==> src/rtl/pix_pkg.sv <==
// ---------------------------------------------------------------------------
// pix_pkg
// Shared definitions for the grayscale raster scanner:
//   - state_t : FSM state encoding for pix_gray_scan
//   - LUMA_*  : 8-bit fixed-point luma weights (sum to 256) used when the
//               GRAY_LUMA_EN macro selects the weighted-luma conversion
// ---------------------------------------------------------------------------
package pix_pkg;

   typedef enum logic [1:0] {
      ST_IDLE  = 2'd0,
      ST_READ  = 2'd1,
      ST_WRITE = 2'd2,
      ST_DONE  = 2'd3
   } state_t;

   // Weights scaled by 256, so a >>8 of the weighted sum restores channel range.
   localparam logic [7:0] LUMA_R = 8'd77;
   localparam logic [7:0] LUMA_G = 8'd150;
   localparam logic [7:0] LUMA_B = 8'd29;

endpackage : pix_pkg

==> src/rtl/pix_gray_calc.sv <==
// ---------------------------------------------------------------------------
// pix_gray_calc
// Purely combinational RGB -> gray conversion.
//
// Configuration macro: GRAY_LUMA_EN
//   defined   : gray = (77*R + 150*G + 29*B) >> 8
//   undefined : gray = (max(R,G,B) + min(R,G,B)) >> 1
// Both forms use full-width intermediates and truncate.
//
// Parameters:
//   CH_W  - bits per colour channel
// Ports:
//   pixel - input  {R,G,B}, 3*CH_W bits, R in the MSBs
//   gray  - output CH_W-bit gray level
// ---------------------------------------------------------------------------
module pix_gray_calc
   import pix_pkg::*;
#(
   parameter int CH_W = 8
) (
   input  logic [3*CH_W-1:0] pixel,
   output logic [CH_W-1:0]   gray
);

   logic [CH_W-1:0] ch_r;
   logic [CH_W-1:0] ch_g;
   logic [CH_W-1:0] ch_b;

   assign ch_r = pixel[3*CH_W-1:2*CH_W];
   assign ch_g = pixel[2*CH_W-1:CH_W];
   assign ch_b = pixel[CH_W-1:0];

`ifdef GRAY_LUMA_EN
   // Max weighted sum is 256*(2^CH_W-1), which fits in CH_W+8 bits.
   logic [CH_W+7:0] luma_sum;

   assign luma_sum = (CH_W+8)'(ch_r) * (CH_W+8)'(LUMA_R)
                   + (CH_W+8)'(ch_g) * (CH_W+8)'(LUMA_G)
                   + (CH_W+8)'(ch_b) * (CH_W+8)'(LUMA_B);

   assign gray = CH_W'(luma_sum >> 8);
`else
   logic [CH_W-1:0] ch_max;
   logic [CH_W-1:0] ch_min;
   logic [CH_W:0]   mm_sum;

   // NOTE: every variable assigned in always_comb gets a default on entry,
   // so no path can leave it unassigned and infer a latch.
   always_comb begin
      ch_max = ch_r;
      ch_min = ch_r;
      if (ch_g > ch_max) ch_max = ch_g;
      if (ch_b > ch_max) ch_max = ch_b;
      if (ch_g < ch_min) ch_min = ch_g;
      if (ch_b < ch_min) ch_min = ch_b;
   end

   // One extra bit keeps the carry of max+min before halving.
   assign mm_sum = {1'b0, ch_max} + {1'b0, ch_min};
   assign gray   = CH_W'(mm_sum >> 1);
`endif

endmodule : pix_gray_calc

==> src/rtl/pix_gray_scan.sv <==
// ---------------------------------------------------------------------------
// pix_gray_scan
// Walks a 2^ADDR_W x 2^ADDR_W image in raster order, reading each pixel
// (READ) and writing back its grayscale value in the green channel (WRITE),
// two cycles per pixel. A DONE pulse marks the end of the pass.
//
// Configuration macro: GRAY_LUMA_EN (selects the gray formula, see
// pix_gray_calc).
//
// Parameters:
//   ADDR_W  - row/column address width
//   CH_W    - bits per colour channel
// Ports:
//   clk     - input  clock, rising edge
//   rst     - input  synchronous active-high reset
//   start   - input  begin a pass (sampled only when idle)
//   in_pix  - input  pixel at (row,col), combinational read
//   row     - output current row address
//   col     - output current column address
//   out_we  - output write strobe for out_pix at (row,col)
//   out_pix - output {0, gray, 0}; zero whenever out_we is low
//   busy    - output high from first READ through last WRITE
//   done    - output one-cycle pulse when the pass completes
// ---------------------------------------------------------------------------
module pix_gray_scan
   import pix_pkg::*;
#(
   parameter int ADDR_W = 6,
   parameter int CH_W   = 8
) (
   input  logic                clk,
   input  logic                rst,
   input  logic                start,
   input  logic [3*CH_W-1:0]   in_pix,
   output logic [ADDR_W-1:0]   row,
   output logic [ADDR_W-1:0]   col,
   output logic                out_we,
   output logic [3*CH_W-1:0]   out_pix,
   output logic                busy,
   output logic                done
);

   localparam logic [ADDR_W-1:0] ADDR_MAX = '1;

   state_t            state;
   logic [3*CH_W-1:0] pix_q;
   logic [CH_W-1:0]   gray;
   logic              col_last;
   logic              last_pix;

   assign col_last = (col == ADDR_MAX);
   assign last_pix = col_last && (row == ADDR_MAX);

   // NOTE: sequential state uses non-blocking assignments so every register
   // samples pre-edge values regardless of statement order.
   always_ff @(posedge clk) begin
      // NOTE: the pixel latch is an ordinary register, not a memory, so it is
      // cleared with the rest of the state.
      if (rst) begin
         state <= ST_IDLE;
         row   <= '0;
         col   <= '0;
         pix_q <= '0;
      end else begin
         unique case (state)
            ST_IDLE: begin
               if (start) state <= ST_READ;
            end
            ST_READ: begin
               pix_q <= in_pix;
               state <= ST_WRITE;
            end
            ST_WRITE: begin
               // Address moves only after the write; at the last pixel both
               // counters wrap to zero together.
               col <= col + 1'b1;
               if (col_last) row <= row + 1'b1;
               state <= last_pix ? ST_DONE : ST_READ;
            end
            ST_DONE: begin
               state <= ST_IDLE;
            end
            default: begin
               state <= ST_IDLE;
            end
         endcase
      end
   end

   pix_gray_calc #(
      .CH_W (CH_W)
   ) u_gray_calc (
      .pixel (pix_q),
      .gray  (gray)
   );

   // Outputs are pure state decodes, so reset clears them within the same
   // edge that returns the FSM to IDLE.
   assign out_we  = (state == ST_WRITE);
   assign busy    = (state == ST_READ) || (state == ST_WRITE);
   assign done    = (state == ST_DONE);
   assign out_pix = out_we ? {{CH_W{1'b0}}, gray, {CH_W{1'b0}}} : '0;

endmodule : pix_gray_scan
==> config.mk <==
export PLATFORM = sky130hd
export DESIGN_NAME = pix_gray_scan
export DESIGN_NICKNAME = d
export VERILOG_FILES = /design/src/rtl/pix_pkg.sv /design/src/rtl/pix_gray_calc.sv /design/src/rtl/pix_gray_scan.sv
export SDC_FILE = /design/constraint.sdc
export NUM_CORES = 1
export LEC_CHECK = 0
export BUFFER_PORTS_ARGS = -buffer_cell sky130_fd_sc_hd__buf_2
export CAP_MARGIN = 0
export CORE_ASPECT_RATIO = 2
export CORE_MARGIN = 2
export CORE_UTILIZATION = 50
export DETAILED_ROUTE_END_ITERATION = 10
export PLACE_DENSITY = 0.77
export SLEW_MARGIN = 15
export SYNTH_ARGS = -nofsm -noshare
export SYNTH_HDL_FRONTEND = slang
export SYNTH_SLANG_ARGS = --single-unit
export TNS_END_PERCENT = 50
==> constraint.sdc <==
create_clock -name clk -period 6 [get_ports clk]
set_input_delay 1.2 -clock clk [delete_from_list [all_inputs] [get_ports clk]]
set_output_delay 1.2 -clock clk [all_outputs]
set_load 0.005 [all_outputs]
==> flow_metrics.py, run 1 <==
metrics = {
    "global_routing": {
        "grt_max_degree": 39,
        "overflow": 0,
        "grt_first_pass_wirelength_mm": 11.7,
        "grt_usage_pct": 22.8,
        "grt_pass1_vias": 2681,
        "grt_antenna_before_repair": 0,
    },
    "run_status": {
        "violations": "design-rule violations",
        "status": "finished, violations left",
    },
    "route": {
        "routed_wl_mm": 8.42,
        "wl_per_cell_um": 16.9,
        "via_per_inst": 5.77,
        "drcViolationCount": 4,
        "dr_total_vias": 2872,
        "ant_nets": 0,
        "drt-pass1-iter-count": 7,
        "drtIter0Drc": 98,
    },
    "flow_run": {
        "maxCapViolations": 0,
    },
    "synthesis": {
        "synth_seq_cells": 38,
        "synth-warning-count": 0,
        "netlist_area_um2": 2990,
        "async_reset_ff_share_pct": 0,
        "synthCells": 358,
        "synth_top_flop_cell": "dfxtp_1",
        "synth_edf_count": 0,
        "avgSynthCellArea_um2": 8.36,
        "yosysSeqAreaShare_pct": 25.4,
        "yosysUniqueCellTypes": 52,
    },
    "clocking": {
        "root_buffer": "clkbuf_16",
        "tritoncts": "built",
        "cts_inserted_buffers": 5,
        "clk_pin_slew_ns": 0.06,
        "insertion_delay_ns": 0.29,
        "htreeDepth": 2,
        "clkSinkCount": 38,
        "clk_path_buf_depth": 2,
    },
    "hold_path": {
        "min_path_type": "flop to flop",
    },
    "floorplanning": {
        "start_util_pct": 52.0,
        "die_y_um": 113,
        "ios": 66,
        "dieArea_um2": 6660,
        "std_cell_rows": 39,
        "dieWidth_um": 58.7,
        "core_um2": 5760,
    },
    "pwr": {
        "ir_drop_uv": 339,
        "p_leak_nw": 1.76,
        "powerDensity_nw_per_um2": 438,
    },
    "timing": {
        "hold_viol": 0,
        "rsz0062_at_grt": "yes",
        "max-slew-margin-rel_pct": 52.8,
        "min_period_over_period_pct": 99.3,
        "finClkSkew_ns": 0.00498,
        "finalCriticalPeriod_ns": 5.96,
        "finalSetupViolCount": 0,
        "hold_ws_ns": 0.510,
        "maxSlewViolCount": 0,
        "tightest_slew_ns": 0.708,
        "fmax_mhz": 168,
    },
    "cells_and_area": {
        "fin_cells": 498,
        "area_delta_synth_final_pct": 32.5,
        "layout-drive-gt1-share_pct": 35.7,
        "antennaDiodeCount": 0,
        "nNetsFinal": 501,
    },
    "critical_path": {
        "critical_path_buf_inv_count": 3,
        "path_max_fanout": 3,
        "criticalPathCategory": "flop to output port",
        "critical_path.top_delay_family": "compound AO/OA/AOI/OAI gates",
        "cp_slowest_cell": "dfxtp_1",
        "critPathLaunchType": "flop",
        "required_ns": 4.80,
        "worstPathArrival_ns": 4.76,
        "path_cells": "inv_1, ha_1, nand4_1, or2_4, o21ai_4, buf_6, mux2i_4, ha_1, a21oi_1, o2111ai_2, and2_1, o22ai_2, nor3_4, fa_2, a21o_1, a21o_1, nand2_1, nand2b_1, a21oi_2, nor2b_1, o21ai_1, a21oi_1, buf_2",
        "max_stage_delay_ns": 0.38,
        "cp-end-kind": "output port",
    },
    "place": {
        "dpl.hpwl_mm": 5.54,
        "place_congestion": 0.839,
        "io_buffers": 49,
        "dp.cells": 467,
    },
}
## placed cells by master (no fill, tap or decap), types with 4 or more instances in the layout
cell type  count
o21ai_0        5
dfxtp_1       30
xor2_1         6
dfxtp_2        6
nand4_1        6
mux2i_1       31
a21o_1         6
clkbuf_16      5
mux2i_2        7
a21oi_2        9
ha_1          28
nand3_1        6
inv_1         21
nor2_1        58
a21oi_1       22
nand2b_1       4
buf_4         30
conb_1        16
buf_2         49
ha_4           8
nand2_1       15
## state kept, by name (all words and copies together), names as in the netlist
name and count:
pix_q 24, col 6, row 6, state 2
## synthesized netlist by cell type, types with 2 or more instances
cell type | number | share of area, %
nand2b_1 | 4 | 0.84
nor4b_1 | 2 | 0.59
a21o_1 | 6 | 1.5
nor2b_1 | 4 | 0.84
buf_4 | 16 | 4.0
dfxtp_1 | 38 | 25
o21a_1 | 2 | 0.50
buf_1 | 3 | 0.38
mux2i_1 | 40 | 13
or3_1 | 2 | 0.42
xnor2_1 | 3 | 0.88
nor2_1 | 59 | 7.4
a211oi_1 | 2 | 0.50
a21oi_1 | 32 | 5.4
nand3_1 | 7 | 1.2
xor2_1 | 6 | 1.8
nand4_1 | 6 | 1.3
clkbuf_1 | 6 | 0.75
nor3_1 | 5 | 0.84
and2_1 | 2 | 0.42
ha_1 | 37 | 15
inv_1 | 23 | 2.9
nand2_1 | 18 | 2.3
o21ai_0 | 7 | 1.2
## power breakdown
group | total (mW) | internal [mW] | switching (mW)
registers | 0.308 | 0.275 | 0.0328
clock network | 0.276 | 0.165 | 0.111
logic | 1.15 | 0.538 | 0.614
total | 1.74 | 0.978 | 0.758
## cell type report
cell class	instances	area [µm²]
clock buffer	6	139
clock inverter	2	12.5
fill	422	1790
inverter	23	86.3
multi-input combinational	286	2370
sequential	38	776
tap	61	76.3
timing repair buffer	82	504
## cells by family after synthesis
| logic type | synth area share [%] |
|---|---|
| mux | 13.4 |
| other cells | 0.125 |
| fa+ha+maj | 16.1 |
| simple gates | 18.2 |
| flops | 25.4 |
| buf+inv | 8.19 |
| xor+xnor | 2.63 |
| compound gates | 15.9 |
## worst register-to-register path, delay by kind of cell (launching register included)
family	cells	cell delay [ns]
AO/OA/AOI/OAI	1	0.14
adder cells (fa/ha/maj)	1	0.49
buffers and inverters	1	0.15
flip-flops	1	0.33
AND/OR/NAND/NOR	4	1.19
## stage by stage
stage	utilization [%]	total power, mW	setup TNS (ns)	setup slack [ns]	cell area [µm²]
after floorplan	-	0.922	0	0.0265	3050
after global placement	57.1	1.09	0	0.242	3290
after detailed placement	57.1	1.12	0	0.00486	3290
after CTS	60.9	1.44	0	0.0125	3510
after global routing	68.9	1.83	-0.418	-0.155	3970
final	68.9	1.74	0	0.0448	3970
## per-layer routing
layer,up-vias,wire length [µm],global-route usage (%)
li1,1375,-,-
met1,1348,2930,21.4
met2,108,4610,44.3
met3,41,404,3.63
met4,0,476,12.3
met5,-,0,0
## timing repair
item / CTS / global route
gates resized for setup: 13 / 60
gates cloned: 0 / 0
setup buffers: 1 / 22
pin swaps: 2 / 38
hold buffers: 0 / 0
setup endpoints to repair: 4 / 6
## final timing paths
check,start,to,slack (ns),depth (start not counted)
setup / recovery,pix_q[18]$_SDFFE_PP0N_,out_pix[15],0.04,23
hold / removal,col[5]$_SDFFE_PP0P_,col[5]$_SDFFE_PP0P_,0.51,2
setup reg to reg,state[0]$_SDFFE_PP0P_,row[5]$_SDFFE_PP0P_,3.64,7
hold reg to reg,col[5]$_SDFFE_PP0P_,col[5]$_SDFFE_PP0P_,0.51,2
Power figures use the tool's default switching activity.
==> run 2: changes to the inputs <==
==> constraint.sdc (replaced) <==
create_clock -name clk -period 6 [get_ports clk]
set_input_delay 0.3 -clock clk [delete_from_list [all_inputs] [get_ports clk]]
set_output_delay 0.3 -clock clk [all_outputs]
set_load 0.005 [all_outputs]
==> run 2 against run 1 <==
Net effect: the flow still finishes with violations (design-rule violations); count of clock-buffer cells in the layout unchanged; critical path depth is the same; clock skew barely moved; power fell by 21%; first-iteration DRC count fell by 21%; critical path type unchanged; critical endpoint unchanged; largest cell class unchanged.
==> flow_metrics.py, run 2 (same netlist as run 1, synthesis figures left out) <==
metrics = {
    "run_status": {
        "status": "finished, violations left",
        "violations": "design-rule violations",
    },
    "route": {
        "wl_per_cell_um": 14.7,
        "routed_wl_mm": 6.85,
        "ant_nets": 0,
        "drt-pass1-iter-count": 7,
        "drtIter0Drc": 77,
        "dr_total_vias": 2586,
        "via_per_inst": 5.54,
        "drcViolationCount": 4,
    },
    "cells_and_area": {
        "antennaDiodeCount": 0,
        "multi_input_area_um2": 2070,
        "fillers": 518,
        "largest_register_ffs": 24,
        "top_regs": "pix_q x24, col x6, row x6",
        "utilization_pct": 59.1,
        "layout_common_cells": "nor2_1 (59), buf_2 (49), mux2i_1 (40)",
        "area_delta_synth_final_pct": 13.8,
        "nNetsFinal": 470,
        "final_common_cell": "nor2_1",
        "layout-drive-gt1-share_pct": 18.2,
        "seqCellArea_um2": 761,
        "regMostFlops": "pix_q",
        "fin_cells": 467,
    },
    "floorplanning": {
        "dieArea_um2": 6660,
        "ios": 66,
        "core_um2": 5760,
        "std_cell_rows": 39,
        "start_util_pct": 52.0,
        "die_y_um": 113,
        "dieWidth_um": 58.7,
    },
    "clocking": {
        "root_buffer": "clkbuf_16",
        "hold_buffers": 0,
        "clk_pin_slew_ns": 0.06,
        "htreeDepth": 2,
        "tritoncts": "built",
        "cts_resized": 0,
        "cts_setup_buffers": 0,
        "cts_inserted_buffers": 5,
        "insertion_delay_ns": 0.29,
        "clkSinkCount": 38,
        "clk_path_buf_depth": 2,
    },
    "pwr": {
        "powerDensity_nw_per_um2": 404,
        "p_leak_nw": 1.60,
        "ir_drop_uv": 243,
        "p_total_mw": 1.37,
    },
    "timing": {
        "hold_ws_ns": 0.238,
        "max-slew-margin-rel_pct": 52.0,
        "rsz0062_at_grt": "yes",
        "maxSlewViolCount": 0,
        "min_period_over_period_pct": 95.0,
        "finClkSkew_ns": 0.00487,
        "fmax_mhz": 176,
        "tightest_slew_ns": 0.719,
        "timing.final.ws_setup_ns": 0.302,
        "hold_viol": 0,
        "finalCriticalPeriod_ns": 5.70,
        "finalSetupViolCount": 0,
    },
    "global_routing": {
        "overflow": 0,
        "grt_antenna_before_repair": 0,
        "grt_max_degree": 39,
        "grt_pass1_vias": 2596,
        "grt_first_pass_wirelength_mm": 11.7,
        "grt_usage_pct": 22.7,
    },
    "critical_path": {
        "critPathLaunchType": "flop",
        "max_stage_delay_ns": 0.42,
        "path_cells": "inv_1, ha_1, a211o_1, a21o_4, o21ai_2, mux2i_1, ha_1, a21o_1, a21oi_1, o2111ai_1, and2_1, o22ai_2, nor3_1, fa_1, a21o_1, a21o_1, nand2_1, nand2b_1, a21oi_1, nor2b_1, o21ai_0, a21oi_1, buf_2",
        "cp_slowest_cell": "fa_1",
        "worstPathArrival_ns": 5.40,
        "critical_path_buf_inv_count": 2,
        "cp-end-kind": "output port",
        "criticalPathCategory": "flop to output port",
        "path_max_fanout": 5,
        "required_ns": 5.70,
        "critical_path.top_delay_family": "compound AO/OA/AOI/OAI gates",
    },
    "place": {
        "place_congestion": 0.824,
        "post-place-ws_ns": 0.508,
        "dp.cells": 459,
        "io_buffers": 49,
        "dpl.hpwl_mm": 5.32,
    },
    "flow_run": {
        "maxCapViolations": 0,
    },
    "hold_path": {
        "min_path_type": "input port to flop",
    },
}
[run 2: cell count changes in the layout (fill, tap and decap cells not counted), moves of 3 or more]
cell,change
mux2i_1,+9
a21oi_2,-9
ha_4,-8
a21oi_1,+10
buf_6,-3
dfxtp_2,-6
ha_1,+9
dfxtp_1,+8
buf_4,-28
mux2i_2,-7
[run 2: layout make-up]
| class | count | share of cell area (%) |
|---|---|---|
| clock inverters | 2 | 0.368 |
| clock buffers | 6 | 4.08 |
| well taps | 61 | 2.24 |
| flip-flops and latches | 38 | 22.3 |
| repair buffers | 51 | 7.64 |
| inverters | 23 | 2.54 |
| multi-input cells | 286 | 60.8 |
[run 2: worst register-to-register path, cell delays in order (launching register included)]
cell	delay [ns]
dfxtp_1	0.33
inv_1	0.14
ha_1	0.50
nand4_1	0.24
nor2_1	0.36
nand4_1	0.20
or3_1	0.38
a21oi_1	0.15
[run 2: metal layers]
layer  up-vias  track usage, %  part of all wire [%]
li1       1318               -                     -
met1      1191            23.4                    36
met2        59            41.3                    56
met3        18            4.31                   3.8
met4         0            12.1                   4.2
met5         -               0                     0
[run 2: path summary, 6_finish.rpt]
path	slack, ns	end	start	depth (start not counted)
worst max-delay path	0.30	out_pix[15]	pix_q[21]$_SDFFE_PP0N_	23
worst min register to register	0.50	col[5]$_SDFFE_PP0P_	col[5]$_SDFFE_PP0P_	2
worst min-delay path	0.24	pix_q[10]$_SDFFE_PP0N_	in_pix[10]	3
worst max register to register	3.63	row[5]$_SDFFE_PP0P_	state[0]$_SDFFE_PP0P_	7
[run 2: metrics by stage]
stage                     cell area [µm²]  TNS (ns)
after floorplan                      3050         0
after global placement               3230         0
after detailed placement             3230         0
after CTS                            3380         0
after global routing                 3400   -0.0179
final                                3400         0
[run 2: power by group]
group          switching (mW)  internal [mW]
Clock                   0.112          0.165
Combinational           0.468          0.330
Sequential             0.0260          0.274
Total                   0.606          0.769
